$ cat src/rtl/shifter_pkg.sv
// Shared types and constants for the universal shift register with burst sequencer.
package shifter_pkg;

  typedef enum logic [1:0] {
    StIdle,
    StShift,
    StDone
  } state_e;

  localparam logic DIR_RIGHT = 1'b0;
  localparam logic DIR_LEFT  = 1'b1;

endpackage

$ cat src/rtl/shift_seq_univ_if.sv
// Control/data bundle between a controller (master) and the shift register (slave).
interface shift_seq_univ_if #(
  parameter int unsigned WIDTH = 8,
  parameter int unsigned CNT_W = $clog2(WIDTH + 1)
);

  logic             En;
  logic             Load;
  logic [WIDTH-1:0] D;
  logic             Step;
  logic             Start;
  logic [CNT_W-1:0] Amt;
  logic             Dir;
  logic             SerIn;
  logic             Rot;
  logic [WIDTH-1:0] Q;
  logic             SerOut;
  logic             Busy;
  logic             Done;

  modport master (
    output En, Load, D, Step, Start, Amt, Dir, SerIn, Rot,
    input  Q, SerOut, Busy, Done
  );

  modport slave (
    input  En, Load, D, Step, Start, Amt, Dir, SerIn, Rot,
    output Q, SerOut, Busy, Done
  );

endinterface

$ cat src/rtl/shift_counter.sv
// Loadable down counter with enable and an is-one flag, used to count burst shifts.
module shift_counter #(
  parameter int unsigned CNT_W = 4
) (
  input  logic             clk_i,
  input  logic             rst_i,
  input  logic             en_i,
  input  logic             load_i,
  input  logic [CNT_W-1:0] load_val_i,
  input  logic             dec_i,
  output logic [CNT_W-1:0] cnt_o,
  output logic             is_one_o
);

  logic [CNT_W-1:0] cnt_q, cnt_d;

  // Next count: load has priority over decrement.
  always_comb begin
    cnt_d = cnt_q;
    if (load_i) begin
      cnt_d = load_val_i;
    end else if (dec_i) begin
      cnt_d = cnt_q - CNT_W'(1);
    end
  end

  // Count register; synchronous reset overrides the enable.
  always_ff @(posedge clk_i) begin
    if (rst_i) begin
      cnt_q <= '0;
    end else if (en_i) begin
      cnt_q <= cnt_d;
    end
  end

  assign cnt_o    = cnt_q;
  assign is_one_o = (cnt_q == CNT_W'(1));

endmodule

$ cat src/rtl/shift_seq_univ.sv
// Universal shift register with parallel load, single step and counted burst shift.
// Optional feature macro: SHIFTER_ROTATE_EN (Rot=1 feeds the outgoing bit back as fill).
module shift_seq_univ
  import shifter_pkg::*;
#(
  parameter int unsigned WIDTH = 8,
  parameter int unsigned CNT_W = $clog2(WIDTH + 1)
) (
  input logic           Clk,
  input logic           Reset,
  shift_seq_univ_if.slave bus
);

  state_e           state_q, state_d;
  logic [WIDTH-1:0] q_q, q_d;
  logic             ser_out_q, ser_out_d;
  logic             dir_q, dir_d;

  logic             cnt_load;
  logic             cnt_dec;
  logic             cnt_is_one;
  logic [CNT_W-1:0] cnt_val;

  logic             do_shift;
  logic             shift_dir;
  logic             shift_out;
  logic             fill;

  shift_counter #(
    .CNT_W (CNT_W)
  ) u_counter (
    .clk_i      (Clk),
    .rst_i      (Reset),
    .en_i       (bus.En),
    .load_i     (cnt_load),
    .load_val_i (bus.Amt),
    .dec_i      (cnt_dec),
    .cnt_o      (cnt_val),
    .is_one_o   (cnt_is_one)
  );

  // Counter value is only consumed through its is-one flag.
  logic unused_cnt;
  assign unused_cnt = ^cnt_val;

  // Bit leaving the register for the direction in use this cycle.
  always_comb begin
    shift_out = (shift_dir == DIR_LEFT) ? q_q[WIDTH-1] : q_q[0];
  end

`ifdef SHIFTER_ROTATE_EN
  // Rotate feeds the outgoing bit back in; Rot is sampled live on every shift.
  always_comb begin
    fill = bus.Rot ? shift_out : bus.SerIn;
  end
`else
  logic unused_rot;
  assign unused_rot = bus.Rot;

  // Without rotate support the fill is always the serial input.
  always_comb begin
    fill = bus.SerIn;
  end
`endif

  // Sequencer next-state and datapath next values.
  always_comb begin
    state_d   = state_q;
    q_d       = q_q;
    ser_out_d = ser_out_q;
    dir_d     = dir_q;
    cnt_load  = 1'b0;
    cnt_dec   = 1'b0;
    do_shift  = 1'b0;
    shift_dir = bus.Dir;

    unique case (state_q)
      StIdle: begin
        // Start > Load > Step; lower-priority requests are dropped.
        if (bus.Start) begin
          cnt_load = 1'b1;
          dir_d    = bus.Dir;
          state_d  = (bus.Amt != '0) ? StShift : StDone;
        end else if (bus.Load) begin
          q_d = bus.D;
        end else if (bus.Step) begin
          do_shift = 1'b1;
        end
      end
      StShift: begin
        do_shift  = 1'b1;
        shift_dir = dir_q;
        cnt_dec   = 1'b1;
        if (cnt_is_one) begin
          state_d = StDone;
        end
      end
      StDone: begin
        state_d = StIdle;
      end
      default: begin
        state_d = StIdle;
      end
    endcase

    if (do_shift) begin
      ser_out_d = shift_out;
      if (shift_dir == DIR_LEFT) begin
        q_d = {q_q[WIDTH-2:0], fill};
      end else begin
        q_d = {fill, q_q[WIDTH-1:1]};
      end
    end
  end

  // State registers; reset wins over En, En low freezes everything.
  always_ff @(posedge Clk) begin
    if (Reset) begin
      state_q   <= StIdle;
      q_q       <= '0;
      ser_out_q <= 1'b0;
      dir_q     <= DIR_RIGHT;
    end else if (bus.En) begin
      state_q   <= state_d;
      q_q       <= q_d;
      ser_out_q <= ser_out_d;
      dir_q     <= dir_d;
    end
  end

  // Outputs come straight from registers.
  always_comb begin
    bus.Q      = q_q;
    bus.SerOut = ser_out_q;
    bus.Busy   = (state_q == StShift);
    bus.Done   = (state_q == StDone);
  end

endmodule

$ cat src/flat_wrapper.sv
// flat-port wrapper written by rule: the top's interface ports become plain ports
module shift_seq_univ_flat import shifter_pkg::*;
#(
  parameter int unsigned WIDTH = 8,
  parameter int unsigned CNT_W = $clog2(WIDTH + 1)
)
  (Clk, Reset, bus_En, bus_Load, bus_D, bus_Step, bus_Start, bus_Amt, bus_Dir, bus_SerIn, bus_Rot, bus_Q, bus_SerOut, bus_Busy, bus_Done);
  shift_seq_univ_if #(.WIDTH(WIDTH), .CNT_W(CNT_W)) bus_i ();
  input logic Clk;
  input logic Reset;
  input wire logic [$bits(bus_i.En)-1:0] bus_En;
  input wire logic [$bits(bus_i.Load)-1:0] bus_Load;
  input wire logic [$bits(bus_i.D)-1:0] bus_D;
  input wire logic [$bits(bus_i.Step)-1:0] bus_Step;
  input wire logic [$bits(bus_i.Start)-1:0] bus_Start;
  input wire logic [$bits(bus_i.Amt)-1:0] bus_Amt;
  input wire logic [$bits(bus_i.Dir)-1:0] bus_Dir;
  input wire logic [$bits(bus_i.SerIn)-1:0] bus_SerIn;
  input wire logic [$bits(bus_i.Rot)-1:0] bus_Rot;
  output wire logic [$bits(bus_i.Q)-1:0] bus_Q;
  output wire logic [$bits(bus_i.SerOut)-1:0] bus_SerOut;
  output wire logic [$bits(bus_i.Busy)-1:0] bus_Busy;
  output wire logic [$bits(bus_i.Done)-1:0] bus_Done;
  assign bus_i.En = bus_En;
  assign bus_i.Load = bus_Load;
  assign bus_i.D = bus_D;
  assign bus_i.Step = bus_Step;
  assign bus_i.Start = bus_Start;
  assign bus_i.Amt = bus_Amt;
  assign bus_i.Dir = bus_Dir;
  assign bus_i.SerIn = bus_SerIn;
  assign bus_i.Rot = bus_Rot;
  assign bus_Q = bus_i.Q;
  assign bus_SerOut = bus_i.SerOut;
  assign bus_Busy = bus_i.Busy;
  assign bus_Done = bus_i.Done;
  shift_seq_univ #(.WIDTH(WIDTH), .CNT_W(CNT_W)) u_core (.Clk(Clk), .Reset(Reset), .bus(bus_i));
endmodule
$ cat config.mk
export PLATFORM = sky130hd
export DESIGN_NAME = shift_seq_univ_flat
export DESIGN_NICKNAME = d
export VERILOG_FILES = /design/src/rtl/shifter_pkg.sv /design/src/rtl/shift_seq_univ_if.sv /design/src/rtl/shift_counter.sv /design/src/rtl/shift_seq_univ.sv /design/src/flat_wrapper.sv
export SDC_FILE = /design/constraint.sdc
export NUM_CORES = 1
export LEC_CHECK = 0
export ABC_AREA = 1
export BUFFER_PORTS_ARGS = -buffer_cell sky130_fd_sc_hd__clkbuf_2
export CAP_MARGIN = 20
export CORE_ASPECT_RATIO = 1.1
export CORE_MARGIN = 10
export CORE_UTILIZATION = 30
export CTS_BUF_LIST = sky130_fd_sc_hd__clkbuf_16
export CTS_CLUSTER_SIZE = 8
export DETAILED_ROUTE_END_ITERATION = 7
export GPL_ROUTABILITY_DRIVEN = 0
export GPL_TIMING_DRIVEN = 0
export PLACE_DENSITY = 0.52
export SYNTH_ARGS = -nofsm -noshare
export SYNTH_HDL_FRONTEND = slang
export SYNTH_HIERARCHICAL = 1
export SYNTH_SLANG_ARGS = --single-unit
$ cat constraint.sdc
create_clock -name Clk -period 4.1 [get_ports Clk]
set_input_delay 1.23 -clock Clk [delete_from_list [all_inputs] [get_ports Clk]]
set_output_delay 1.23 -clock Clk [all_outputs]
set_load 0.005 [all_outputs]
==> results.sh <==
export IMPL_rsz0062_at_grt="no"
export IMPL_ctsResizeCount=0
export IMPL_worstMarginPinSlew_ns=0.618
export IMPL_worstSetupPathType="reg -> out"
export IMPL_clkSinkCount=16
export IMPL_grt_max_degree=11
export IMPL_startpoint_type="flop"
export IMPL_synth_top_family_by_area="simple AND/OR/NAND/NOR gates"
export IMPL_cts_post_setup_buffers_inserted=0
export IMPL_synth_fa_ha_area_share_pct=2.16
export IMPL_vias=1198
export IMPL_end_kind="output pin"
export IMPL_die_w_microns=79.2
export IMPL_fin_setup_tns_ns=0
export IMPL_dieArea_sq_um=6740
export IMPL_ys_warnings_count=6
export IMPL_synthMuxAreaShare_pct=0
export IMPL_path_max_fanout=7
export IMPL_worstSkewPairLatency_ns=0.25
export IMPL_synthSimpleGateAreaFrac_pct=53.4
export IMPL_dpl_hpwl_microns=2440
export IMPL_synth_compound_area_share_pct=7.25
export IMPL_period_share_pct=59.5
export IMPL_dpl_cell_count=270
export IMPL_period_minus_slack_ns=2.44
export IMPL_fillCellCount=444
export IMPL_max_cap_violations=0
export IMPL_wirelength_microns=3080
export IMPL_fin_cells=274
export IMPL_setup_viol=0
export IMPL_fmax_mhz=410
export IMPL_synth_seq_cells=16
export IMPL_postRouteAntennaNets=0
export IMPL_cts_tree="done"
export IMPL_syn_area_sq_um=1160
export IMPL_antennaDiodeCount=0
export IMPL_arrival_ns=1.21
export IMPL_drcViolationCount=0
export IMPL_timing_final_max_slew_violations=0
export IMPL_grt_usage_pct=9.41
export IMPL_yosysTopAreaCell="dfxtp_1"
export IMPL_r2r_start="u_core/state_q[0]$_SDFFE_PP0P_"
export IMPL_ys_async_sr_fraction_pct=0
export IMPL_initial_core_util_pct=31.4
export IMPL_final_layout_size_suffix_gt1_share_pct=23.2
export IMPL_grt_pass1_wl_microns=5240
export IMPL_clk_pin_slew_ns=0.05
export IMPL_cts_root_buf="clkbuf_16"
export IMPL_pin_count=32
export IMPL_crit_required_ns=2.87
export IMPL_vias_per_cell=4.37
export IMPL_first_global_vias=1191
export IMPL_synth_main_ff_cell="dfxtp_1"
export IMPL_cts_hold_buf=0
export IMPL_leakage_nw=0.746
export IMPL_hold_viol=0
export IMPL_final_area_sq_um=1450
export IMPL_clock_path_buffers=2
export IMPL_synth_nets=213
export IMPL_ys_types=24
export IMPL_status="completed"
export IMPL_std_cell_rows=23
export IMPL_synth_area_top_cells="dfxtp_1 28%, nand2_1 14%, nor2_1 14%"
export IMPL_grt_overflow=0
export IMPL_antenna_found_initial=0
export IMPL_drt_first_pass_iters=4
export IMPL_syn_avg_cell_area_sq_um=6.08
export IMPL_skew_ns=0.000974
export IMPL_ir_drop_mv=0.212
export IMPL_die_h_microns=85.1
export IMPL_coreArea_sq_um=3680
export IMPL_p_per_area_nw_per_um2=370
export IMPL_htreeDepth=1
export IMPL_port_buffers=30
export IMPL_fin_nets=248
export IMPL_cts_buffers=3
export IMPL_most_common_layout_cells="43 x nor2_1, 43 x nand2_1, 30 x clkbuf_2, 28 x nand3_1, 22 x inv_1"
export IMPL_syn_inst=190
export IMPL_area_delta_synth_final_pct=25.2
export IMPL_placedInstanceArea_sq_um=1370
export IMPL_ys_seq_area_share_pct=27.7
export IMPL_synth_xor_area_share_pct=0.758
export IMPL_hold_path_class="reg -> reg"
export IMPL_drt_iter0_drc=93
export IMPL_synth_top_cell_area_share_pct=27.7
export IMPL_cp_startpoint="u_core/state_q[0]$_SDFFE_PP0P_"
export IMPL_routedWlPerCell_microns=11.2
export IMPL_hold_start="u_core/bus.SerOut$_SDFFE_PP0P_"
export IMPL_power_w=0.000535
export IMPL_synth_edf_count=0
export IMPL_slew_headroom_pct=58.7
-- layout make-up --
class / instances / area, sq um / share of cell area [%]
Clock buffer: 3 / 75.1 / 5.19
Multi-Input combinational cell: 149 / 734 / 50.7
Buffer: 1 / 11.3 / 0.778
Tap cell: 50 / 62.6 / 4.32
Inverter: 24 / 90.1 / 6.22
Clock inverter: 1 / 3.75 / 0.259
Sequential cell: 16 / 320 / 22.1
Timing Repair Buffer: 30 / 150 / 10.4
-- power by group --
group | switching (W) | internal (W)
clock | 0.0000646 | 0.000130
sequential | 0.0000134 | 0.000171
combinational | 0.0000950 | 0.0000618
-- Yosys cell counts (2+ instances only) --
| cell | number |
|---|---|
| nand2_1 | 43 |
| nor2_1 | 43 |
| nand3_1 | 28 |
| inv_1 | 22 |
| dfxtp_1 | 16 |
| nor2_2 | 8 |
| a21oi_1 | 6 |
| nand2_4 | 4 |
| a211oi_1 | 2 |
| ha_1 | 2 |
| nand2_2 | 2 |
| o21ai_0 | 2 |
-- per-layer routing --
layer	GRT usage, %	up-vias	routed length, microns
li1	-	665	-
met1	10.5	514	1360
met2	16.9	19	1580
met3	3.27	0	141
met4	1.47	0	0
met5	0	-	0
-- path summary, 6_finish.rpt --
| check | cells past startpoint | slack [ns] | to |
|---|---|---|---|
| max | 3 | 1.66 | bus_Busy |
| min | 2 | 0.47 | u_core/bus.SerOut$_SDFFE_PP0P_ |
| max reg2reg | 8 | 2.38 | u_core/u_counter/cnt_o[3]$_SDFFE_PP0P_ |
| min reg2reg | 2 | 0.47 | u_core/bus.SerOut$_SDFFE_PP0P_ |
-- cells by family after synthesis --
family                   count (synthesis)
AO/OA/AOI/OAI                           13
XOR/XNOR                                 1
buffers and inverters                   25
flip-flops                              16
AND/OR/NAND/NOR                        133
adder cells (fa/ha/maj)                  2
-- metrics by stage --
stage	hold slack (ns)	worst slack (ns)	utilization, %
2_1_floorplan	0.454	1.94	-
3_3_place_gp	0.459	1.60	37.2
3_5_place_dp	0.458	1.61	37.2
4_1_cts	0.466	1.65	39.3
5_1_grt	0.507	1.56	39.3
6_report	0.468	1.66	39.3
-- critical path: stages (launching register included) --
cell and delay [ns]:
dfxtp_1 0.47, inv_1 0.07, nor2_1 0.25, clkbuf_2 0.18
-- sequential cells by signal, summed over array words and instances (netlist names) --
name                    cells
u_core/u_counter/cnt_o      4
u_core/dir_q                1
u_core/bus.Q                8
u_core/state_q              2
u_core/bus.SerOut           1
No activity file was read; power rests on OpenSTA's default activity.
